**config.mk**
```make
export PLATFORM = sky130hd
export DESIGN_NAME = por_reset_sequencer_flat
export DESIGN_NICKNAME = d
export VERILOG_FILES = /design/src/rtl/por_reset_sequencer_if.sv /design/src/rtl/por_reset_sequencer.sv /design/src/flat_wrapper.sv
export SDC_FILE = /design/constraint.sdc
export NUM_CORES = 1
export LEC_CHECK = 0
export CAP_MARGIN = 0
export CORE_ASPECT_RATIO = 0.5
export CORE_MARGIN = 5
export CORE_UTILIZATION = 25
export CTS_CLUSTER_SIZE = 40
export DETAILED_ROUTE_END_ITERATION = 12
export PLACE_DENSITY = 0.51
export SYNTH_ARGS = -nofsm -noshare
export SYNTH_HDL_FRONTEND = slang
export SYNTH_SLANG_ARGS = --single-unit
```
**constraint.sdc**
```tcl
create_clock -name clk -period 5 [get_ports clk]
set_clock_uncertainty 0.1 [all_clocks]
set_input_delay 0.5 -clock clk [delete_from_list [all_inputs] [get_ports clk]]
set_output_delay 0.5 -clock clk [all_outputs]
set_load 0.01 [all_outputs]
```
**src/rtl/por_reset_sequencer_if.sv**
```systemverilog
// Reset-sequencer status bundle: staged active-low resets,
// state/cause visibility and the software reset request.
interface por_reset_sequencer_if;
    logic       sw_reset_req;
    logic       rstn_hk;
    logic       rstn_core;
    logic       rstn_user;
    logic [2:0] seq_state;
    logic [1:0] reset_cause;
    logic       lock_timeout;

    modport master (
        input  sw_reset_req,
        output rstn_hk,
        output rstn_core,
        output rstn_user,
        output seq_state,
        output reset_cause,
        output lock_timeout
    );

    modport slave (
        output sw_reset_req,
        input  rstn_hk,
        input  rstn_core,
        input  rstn_user,
        input  seq_state,
        input  reset_cause,
        input  lock_timeout
    );
endinterface

```
**src/rtl/por_reset_sequencer.sv**
```systemverilog
// Staged reset release: housekeeping, then core (PLL lock
// or timeout), then user, with pad/software restart.
module por_reset_sequencer #(
    parameter int SYNC_STAGES  = 2,
    parameter int DEBOUNCE_CYC = 4,
    parameter int HOLD_CYC     = 16,
    parameter int STAGE_GAP    = 8,
    parameter int LOCK_TIMEOUT = 1024
) (
    input  logic clk,
    input  logic resetn,
    input  logic ext_resetb,
    input  logic pll_lock,
    por_reset_sequencer_if.master rs
);

    localparam int MAXP =
        (HOLD_CYC > STAGE_GAP)
            ? ((HOLD_CYC > LOCK_TIMEOUT) ? HOLD_CYC : LOCK_TIMEOUT)
            : ((STAGE_GAP > LOCK_TIMEOUT) ? STAGE_GAP : LOCK_TIMEOUT);
    localparam int CW = $clog2(MAXP + 1);
    localparam int DW = $clog2(DEBOUNCE_CYC + 1);

    typedef enum logic [2:0] {
        S_HOLD      = 3'd0,
        S_HK        = 3'd1,
        S_WAIT_LOCK = 3'd2,
        S_CORE      = 3'd3,
        S_RUN       = 3'd4
    } state_t;

    logic [SYNC_STAGES-1:0] rst_sync;
    logic [SYNC_STAGES-1:0] ext_sync;
    logic [SYNC_STAGES-1:0] lock_sync;
    logic                   run_en;
    logic                   ext_s;
    logic                   lock_s;

    logic [DW-1:0] deb_cnt;
    logic          ext_req;

    state_t        state_q, state_d;
    logic [CW-1:0] cnt_q, cnt_d;
    logic          hk_q, hk_d;
    logic          core_q, core_d;
    logic          user_q, user_d;
    logic [1:0]    cause_q, cause_d;
    logic          lto_q, lto_d;

    // ext sync idles high so a released pad never looks asserted
    always_ff @(posedge clk or negedge resetn) begin
        if (!resetn) begin
            rst_sync  <= '0;
            ext_sync  <= '1;
            lock_sync <= '0;
        end else begin
            rst_sync  <= {rst_sync[SYNC_STAGES-2:0], 1'b1};
            ext_sync  <= {ext_sync[SYNC_STAGES-2:0], ext_resetb};
            lock_sync <= {lock_sync[SYNC_STAGES-2:0], pll_lock};
        end
    end

    assign run_en = rst_sync[SYNC_STAGES-1];
    assign ext_s  = ext_sync[SYNC_STAGES-1];
    assign lock_s = lock_sync[SYNC_STAGES-1];

    assign ext_req = (deb_cnt == DW'(DEBOUNCE_CYC));

    always_ff @(posedge clk or negedge resetn) begin
        if (!resetn) begin
            deb_cnt <= '0;
        end else if (ext_s) begin
            deb_cnt <= '0;
        end else if (!ext_req) begin
            deb_cnt <= deb_cnt + DW'(1);
        end
    end

    always_ff @(posedge clk or negedge resetn) begin
        if (!resetn) begin
            state_q <= S_HOLD;
            cnt_q   <= '0;
            hk_q    <= 1'b0;
            core_q  <= 1'b0;
            user_q  <= 1'b0;
            cause_q <= 2'b00;
            lto_q   <= 1'b0;
        end else if (run_en) begin
            state_q <= state_d;
            cnt_q   <= cnt_d;
            hk_q    <= hk_d;
            core_q  <= core_d;
            user_q  <= user_d;
            cause_q <= cause_d;
            lto_q   <= lto_d;
        end
    end

    always_comb begin
        state_d = state_q;
        cnt_d   = cnt_q + CW'(1);
        hk_d    = hk_q;
        core_d  = core_q;
        user_d  = user_q;
        cause_d = cause_q;
        lto_d   = lto_q;

        unique case (state_q)
            S_HOLD: begin
                if (!ext_s) begin
                    cnt_d = '0;
                end else if (cnt_q == CW'(HOLD_CYC - 1)) begin
                    state_d = S_HK;
                    cnt_d   = '0;
                    hk_d    = 1'b1;
                end
            end
            S_HK: begin
                if (cnt_q == CW'(STAGE_GAP - 1)) begin
                    state_d = S_WAIT_LOCK;
                    cnt_d   = '0;
                end
            end
            S_WAIT_LOCK: begin
                if (lock_s) begin
                    state_d = S_CORE;
                    cnt_d   = '0;
                    core_d  = 1'b1;
                end else if (cnt_q == CW'(LOCK_TIMEOUT - 1)) begin
                    state_d = S_CORE;
                    cnt_d   = '0;
                    core_d  = 1'b1;
                    lto_d   = 1'b1;
                end
            end
            S_CORE: begin
                if (cnt_q == CW'(STAGE_GAP - 1)) begin
                    state_d = S_RUN;
                    cnt_d   = '0;
                    user_d  = 1'b1;
                end
            end
            S_RUN: begin
                cnt_d = cnt_q;
            end
            default: begin
                state_d = S_HOLD;
                cnt_d   = '0;
                hk_d    = 1'b0;
                core_d  = 1'b0;
                user_d  = 1'b0;
            end
        endcase

        // pad reset outranks the software request
        if (state_q != S_HOLD && (ext_req || rs.sw_reset_req)) begin
            state_d = S_HOLD;
            cnt_d   = '0;
            hk_d    = 1'b0;
            core_d  = 1'b0;
            user_d  = 1'b0;
            cause_d = ext_req ? 2'b01 : 2'b10;
        end
    end

    assign rs.rstn_hk      = hk_q;
    assign rs.rstn_core    = core_q;
    assign rs.rstn_user    = user_q;
    assign rs.seq_state    = state_q;
    assign rs.reset_cause  = cause_q;
    assign rs.lock_timeout = lto_q;

endmodule
```
**src/flat_wrapper.sv**
```systemverilog
// flat-port wrapper written by rule: the top's interface ports become plain ports
module por_reset_sequencer_flat 
#(
    parameter int SYNC_STAGES  = 2,
    parameter int DEBOUNCE_CYC = 4,
    parameter int HOLD_CYC     = 16,
    parameter int STAGE_GAP    = 8,
    parameter int LOCK_TIMEOUT = 1024
)
  (clk, resetn, ext_resetb, pll_lock, rs_sw_reset_req, rs_rstn_hk, rs_rstn_core, rs_rstn_user, rs_seq_state, rs_reset_cause, rs_lock_timeout);
  por_reset_sequencer_if rs_i ();
  input  logic clk;
  input  logic resetn;
  input  logic ext_resetb;
  input  logic pll_lock;
  input wire logic [$bits(rs_i.sw_reset_req)-1:0] rs_sw_reset_req;
  output wire logic [$bits(rs_i.rstn_hk)-1:0] rs_rstn_hk;
  output wire logic [$bits(rs_i.rstn_core)-1:0] rs_rstn_core;
  output wire logic [$bits(rs_i.rstn_user)-1:0] rs_rstn_user;
  output wire logic [$bits(rs_i.seq_state)-1:0] rs_seq_state;
  output wire logic [$bits(rs_i.reset_cause)-1:0] rs_reset_cause;
  output wire logic [$bits(rs_i.lock_timeout)-1:0] rs_lock_timeout;
  assign rs_i.sw_reset_req = rs_sw_reset_req;
  assign rs_rstn_hk = rs_i.rstn_hk;
  assign rs_rstn_core = rs_i.rstn_core;
  assign rs_rstn_user = rs_i.rstn_user;
  assign rs_seq_state = rs_i.seq_state;
  assign rs_reset_cause = rs_i.reset_cause;
  assign rs_lock_timeout = rs_i.lock_timeout;
  por_reset_sequencer #(.SYNC_STAGES(SYNC_STAGES), .DEBOUNCE_CYC(DEBOUNCE_CYC), .HOLD_CYC(HOLD_CYC), .STAGE_GAP(STAGE_GAP), .LOCK_TIMEOUT(LOCK_TIMEOUT)) u_core (.clk(clk), .resetn(resetn), .ext_resetb(ext_resetb), .pll_lock(pll_lock), .rs(rs_i));
endmodule
```
# == Yosys cells after proc, flatten, opt, wreduce, memory -nomap -nowiden ==
# Cells that the tools add are included.
# classes
add_sub_neg,2
reduce_logical,15
muxes,29
n_bitwise,1
eq_ne,18
# op_table
cell,count
$mux 11,6
$pmux 11 s4,1
$mux 3,9
$pmux 3 s5,1
$ne 3x1->1 const B,4
$reduce_or 4->1,3
$add 11x1->11 const B,1
$eq 11x10->1 const B,1
$eq 11x3->1 const B,1
$eq 11x4->1 const B,1
$ne 2x1->1 const B,5
$mux 1,8
$reduce_and 4->1,2
$reduce_and 7->1,1
$eq 3x2->1 const B,2
$eq 3x3->1 const B,2
$pmux 1 s2,3
$reduce_and 3->1,2
$ne 4x1->1 const B,1
$reduce_and 2->1,2
$add 3x1->3 const B,1
$eq 3x1->1 const B,1
$logic_not 3->1,1
$reduce_bool 3->1,1
other kinds (5),5
# totals
output_inout_bits,9
wordCells,76
register_bits,29

# == Longest topological paths before layout ==
# Gate-level depths: netlist of run 1.
# depth
depth_word,5
depth_mapped,7
depth_no_buf,7

# == Worst setup path after synthesis of run 1 ==
# OpenSTA, ideal clock, no wires.
# synth_path
kind,register to register
start,register u_core.cnt_q[0]
end,register u_core.cnt_q[9]
setup_slack_ps,2999
t_required_ps,4771
n_path_buf,0
arrival_ps,1772
setup_time_ps,129
stages_incl_launch_ff,7
path_cell_list,dfrtp_1 > ha_1 > nand4_1 > o41a_1 > o31ai_4 > a2bb2oi_2 > o41ai_2
# synth_between
elab_chain_len,5
elab_cells_between_ends,11
# synth_rtl
item,line_no,source
start: declaration,por_reset_sequencer.sv:43,"logic [CW-1:0] cnt_q, cnt_d;"
start signal: assignment,por_reset_sequencer.sv:90,cnt_q <= cnt_d;
"$add 11x1->11, or another cell as far along",por_reset_sequencer.sv:101,cnt_d = cnt_q + CW'(1);
"$mux 11, on equally long branches","por_reset_sequencer.sv:129, por_reset_sequencer.sv:112",
"$mux 11, on equally long branches","por_reset_sequencer.sv:125, por_reset_sequencer.sv:110",
$pmux 11 s4 (*),por_reset_sequencer.sv:108,unique case (state_q)
$mux 11 (*),por_reset_sequencer.sv:156,if (state_q != S_HOLD && (ext_req || rs.sw_reset_req)) begin
# Mark *: on every way between the ends. The rest lies on a longest branch, timed or not.
# A chain may end at the register's enable or synchronous reset.

# == Worst setup path in the final report of run 1 ==
# layout_path
start,register u_core.cnt_q[0]
end,register u_core.cnt_q[5]
# The elaborated chain is that of the path after synthesis.

==> metrics.txt, run 1 <==
status complete, no violations; sequential share of power 35.3%; Sum Neg Setup Slack 0 ps; Async S/R FF share, synth 100%; Routed WL 3690 µm; f_max 432 MHz; Synth cell types 49; Sw Share 33.8%; most frequent cell after synthesis dfrtp_1; M3 GR Usage 2.82%; DP Area 1800 µm²; synth top area cells dfrtp_1, nand2_1, dfstp_2; routability cong. 0.796; Sw Pwr 0.000298 W; met1 GRT Util 12.1%; total power 0.000882 W; Clock Sink Count 29; Net count, final 187; worst skew pair latency 270 ps; post-CTS setup buffers 0; 1st-pass router iterations 5; CTS root buf clkbuf_16; CTS-repair resized insts 0; vias 1306; Yosys reg bits 29; Synth Instances 162; Req. time, crit path 5060 ps; antenna violations before repair 0; Clk pin slew, worst setup/hold paths 50 ps; GR Overflow Total 0; die height 66.1 µm; synth warn 0; maximum fanout along the worst path 7; Die ar. 8090 µm²; Final WS setup 2680 ps; post-synth top area share 42.9%; total core area 6080 µm²; sequential fraction of the synthesis area 46.2%; r2r setup slk 2680 ps; final instance area 1940 µm²; leakage 0.772 nW; min Tclk post-route 2320 ps; M2 GR Usage 17.0%; top_reg_cell synth dfrtp_1; final slew viol count 0; GRT busiest layer met2; Starting Density 25.9%; vias per cell 4.87; remaining antenna violation count 0; Area growth, synth to finish 23.4%; Slew Limit Headroom 54.5%; type of origin of the critical path flip-flop; Longest Clk Path Bufs 2; mapped cell area 1580 µm²; commonest cells in the netlist dfrtp_1, nand2_1, nor2_1; post-synth top area cell dfrtp_1; largest net degree at the start of global routing 30; Total Routing Usage GR 10.0%; WL per Instance 13.8 µm; RSZ-0062 raised after global routing false; ANT cells 0; vias in the first global route 1347; data arrival time of the worst path 2370 ps; maximum vdd ir drop 0.145 mV; num rows 20; Syn Area/Cell 9.72 µm²; period utilization 46.3%; DRC 0; PD cells 454 nW/µm²; initial drt markers 125; Clock power frac 33.2%; H-tree Lvls 2; DP HPWL 2640 µm; syn_nets 170; Num CTS Buffers 5; first-pass GRT wire length 6310 µm; CTS Hold Buffers Added 0; Logic pwr share 31.5%; EDFF count, synth 0; layout cells sized above 1 10.0%; Final Setup Violations 0; Fin. Hold Viols 0; clock tree from TritonCTS built; slew of the pin with the lowest slew margin 679 ps; HP Class reg2reg; Port Buffers 13; die width 122 µm; critical path class reg2reg; MaxCap Viol Count 0; pre-CTS setup slack 2530 ps; IO Count 14; cell internal pwr 0.000583 W; Setup crit end kind flip-flop
-- cell usage in the layout (no fill, tap or decap), types with 6 or more instances in the layout --
master           count
dfrtp_1             27
nand2_1             16
clkdlybuf4s50_1     13
nor2_1              12
inv_1                9
nor3_1               8
nand3_1              7
a21oi_1              7
o21ai_0              6
o21ai_1              6
-- final timing paths --
| path | cells after the start | to | startpoint |
|---|---|---|---|
| min in group asynchronous | 2 | u_core.cnt_q[4]$_DFFE_PN0P_ | resetn |
| max in group asynchronous | 2 | u_core.ext_sync[1]$_DFF_PN1_ | resetn |
| worst max register to register | 6 | u_core.cnt_q[5]$_DFFE_PN0P_ | u_core.cnt_q[0]$_DFFE_PN0P_ |
| worst max-delay path | 6 | u_core.cnt_q[5]$_DFFE_PN0P_ | u_core.cnt_q[0]$_DFFE_PN0P_ |
| worst min register to register | 0 | u_core.lock_sync[1]$_DFF_PN0_ | u_core.lock_sync[0]$_DFF_PN0_ |
| worst min-delay path | 0 | u_core.lock_sync[1]$_DFF_PN0_ | u_core.lock_sync[0]$_DFF_PN0_ |
-- stage by stage --
step	instances	util, %	hold slack (ps)
after floorplan	162	-	104
after global placement	260	29.6	233
after detailed placement	260	29.6	236
after CTS	268	32.0	246
after global routing	268	32.0	257
final	268	32.0	245
-- cell type report --
| cell class | count | area, µm² |
|---|---|---|
| Timing Repair Buffer | 14 | 138 |
| Inverter | 9 | 33.8 |
| Multi-Input combinational cell | 120 | 788 |
| Fill cell | 634 | 4140 |
| Sequential cell | 29 | 728 |
| Tap cell | 88 | 110 |
| Clock buffer | 8 | 146 |
-- critical path, cell delays in order, from the launching register on --
cell and delay, ps:
dfrtp_1 380, ha_1 290, nand4_1 170, o41a_1 510, o31ai_4 450, o21ai_1 140, o2bb2ai_1 160
-- per-layer routing --
layer / up-vias / share of wire, %
met3: 5 / 4.3
met1: 652 / 48
li1: 627 / -
met5: - / 0
met2: 22 / 47
met4: 0 / 1.3
-- registers in the layout (all words and copies together), names as in the netlist --
name                    cells
u_core.rst_sync             2
u_core.rs.seq_state         3
u_core.rs.lock_timeout      1
u_core.rs.rstn_hk           1
u_core.rs.rstn_user         1
u_core.lock_sync            2
u_core.rs.rstn_core         1
u_core.ext_sync             2
u_core.cnt_q               11
u_core.deb_cnt              3
u_core.rs.reset_cause       2
-- logic make-up after synthesis --
group | share of synthesized area, %
AND/OR/NAND/NOR | 20.7
AO/OA/AOI/OAI | 22.5
flip-flops | 46.2
buffers and inverters | 3.73
multiplexers | 2.54
adder cells (fa/ha/maj) | 2.38
XOR/XNOR | 1.67
other | 0.238
-- power groups by stage --
stage / Clock, W / Sequential (W) / Combinational [W]
global placement: 0 / 0.000315 / 0.000275
finish: 0.000293 / 0.000311 / 0.000278
floorplan: 0 / 0.000294 / 0.000211
detailed placement: 0 / 0.000315 / 0.000274
global route: 0.000309 / 0.000318 / 0.000308
CTS: 0.000299 / 0.000312 / 0.000277
(Power assumes the default switching activity.)
==> inputs of run 2 (changes only) <==
PLACE_DENSITY = 0.52   (was 0.51)
clock period = 1.9 ns   (was 5 ns; I/O delays follow)
==> metrics.txt, run 2 (synthesized netlist as in run 1, its figures left out) <==
status complete, but fails checks; failing checks negative setup slack; HP Class in2async; M3 GR Usage 2.65%; ANT cells 0; Top reg by flops u_core.cnt_q; Port Buffers 13; Final Setup Violations 9; first-pass GRT wire length 7150 µm; Fin. Hold Viols 0; IO Count 14; FF+latch area 731 µm²; layout cells sized above 1 32.6%; largest net degree at the start of global routing 17; Net count, final 231; num rows 20; Sw Pwr 0.000903 W; GRT busiest layer met2; antenna violations before repair 0; Util after Layout 38.8%; WL per Instance 13.3 µm; Area growth, synth to finish 49.7%; number of flip-flops in the largest register 11; RSZ-0062 raised after global routing true; Routed WL 4160 µm; leakage 1.01 nW; Clock power frac 27.2%; crit path cell chain ha_4 -> nand4_1 -> o41a_1 -> o31a_1 -> nand2_2 -> o22ai_1; critical path class reg2reg; Logic pwr share 43.8%; maximum fanout along the worst path 7; DP HPWL 3130 µm; total core area 6080 µm²; die height 66.1 µm; initial drt markers 109; Num CTS Buffers 5; min Tclk post-route 1950 ps; GR Overflow Total 0; Final WS setup -53.3 ps; die width 122 µm; Starting Density 25.9%; footprint of the multi-input gates 872 µm²; maximum vdd ir drop 0.376 mV; final slew viol count 0; cell internal pwr 0.00180 W; routability cong. 0.854; DRC 0; pre-CTS setup slack -64.7 ps; met1 GRT Util 14.5%; H-tree Lvls 2; worst skew pair latency 270 ps; peak per-stage delay on the critical path 410 ps; vias 1445; clock tree from TritonCTS built; commonest non-fill, non-tap cell in the layout buf_4; crit path max-delay cell type o41a_1; Clock Sink Count 29; period utilization 103%; vias in the first global route 1495; MaxCap Viol Count 0; Clk pin slew, worst setup/hold paths 50 ps; Setup crit end kind flip-flop; sequential share of power 29.1%; most frequent cells in the layout buf_4, dfrtp_1, nand2_1, clkdlybuf4s50_1, nor2_1; total power 0.00270 W; remaining antenna violation count 0; CTS root buf clkbuf_16; M2 GR Usage 18.4%; PD cells 1140 nW/µm²; Die ar. 8090 µm²; Req. time, crit path 1950 ps; type of origin of the critical path flip-flop; Sw Share 33.4%; FILL cells 599; data arrival time of the worst path 2000 ps; Longest Clk Path Bufs 2; f_max 512 MHz; vias per cell 4.63; Total Routing Usage GR 11.2%; 1st-pass router iterations 4
run 2: cell types whose count changed in the layout (fill, tap and decap cells not counted), sizes merged:
cell / previous run / this run
buf: 1 / 45
run 2: what timing repair did:
| action | CTS | global route |
|---|---|---|
| setup endpoints to repair | 11 | 13 |
| cloned | 0 | 0 |
| endpoints found under the hold margin | 0 | 0 |
| pin swaps | 6 | 1 |
| buffers inserted | 3 | 2 |
| hold buffers | 0 | 0 |
| resized for setup | 3 | 15 |
run 2: per-layer routing:
metal  vias to the layer above  routed length (µm)
li1                        715                   -
met1                       698                2050
met2                        28                1920
met3                         4                 151
met4                         0                  40
met5                         -                   0
run 2: path summary, 6_finish.rpt:
path / from / to / slack [ps] / cells after the start
setup / recovery: u_core.cnt_q[1]$_DFFE_PN0P_ / u_core.cnt_q[3]$_DFFE_PN0P_ / -50 / 6
hold / removal: resetn / u_core.rs.lock_timeout$_DFFE_PN0P_ / 150 / 2
setup reg to reg: u_core.cnt_q[1]$_DFFE_PN0P_ / u_core.cnt_q[3]$_DFFE_PN0P_ / -50 / 6
hold reg to reg: u_core.lock_sync[0]$_DFF_PN0_ / u_core.lock_sync[1]$_DFF_PN0_ / 240 / 0
max in group asynchronous: resetn / u_core.ext_sync[0]$_DFF_PN1_ / 1310 / 2
min in group clk: ext_resetb / u_core.ext_sync[0]$_DFF_PN1_ / 230 / 1
run 2: cell type report:
class / instances / share of cell area (%)
well taps: 88 / 4.67
repair buffers: 58 / 20.2
inverters: 9 / 1.43
flip-flops and latches: 29 / 31.0
clock buffers: 8 / 5.78
multi-input cells: 120 / 37.0
run 2: power by group through the flow:
stage | logic, W | clock network, W | registers [W]
2_1_floorplan | 0.000575 | 0 | 0.000780
4_1_cts | 0.00107 | 0.000746 | 0.000783
3_5_place_dp | 0.00105 | 0 | 0.000780
3_3_place_gp | 0.00105 | 0 | 0.000779
6_report | 0.00118 | 0.000733 | 0.000785
5_1_grt | 0.00127 | 0.000783 | 0.000796
run 2: metrics by stage:
stage / hold WS [ps] / cells / TNS, ps / instance area [µm²]
after CTS: 159 / 310 / -237 / 2290
after global placement: 235 / 299 / 0 / 2110
final: 154 / 312 / -308 / 2360
after global routing: 171 / 312 / -996 / 2360
after floorplan: -206 / 162 / 0 / 1600
after detailed placement: 235 / 299 / -319 / 2110
run 2: worst max-delay path: cells and delay by family, from the launching register on:
family / cells / cell delay, ps
adder cells (fa/ha/maj): 1 / 160
AO/OA/AOI/OAI: 3 / 880
flip-flops: 1 / 390
AND/OR/NAND/NOR: 2 / 310
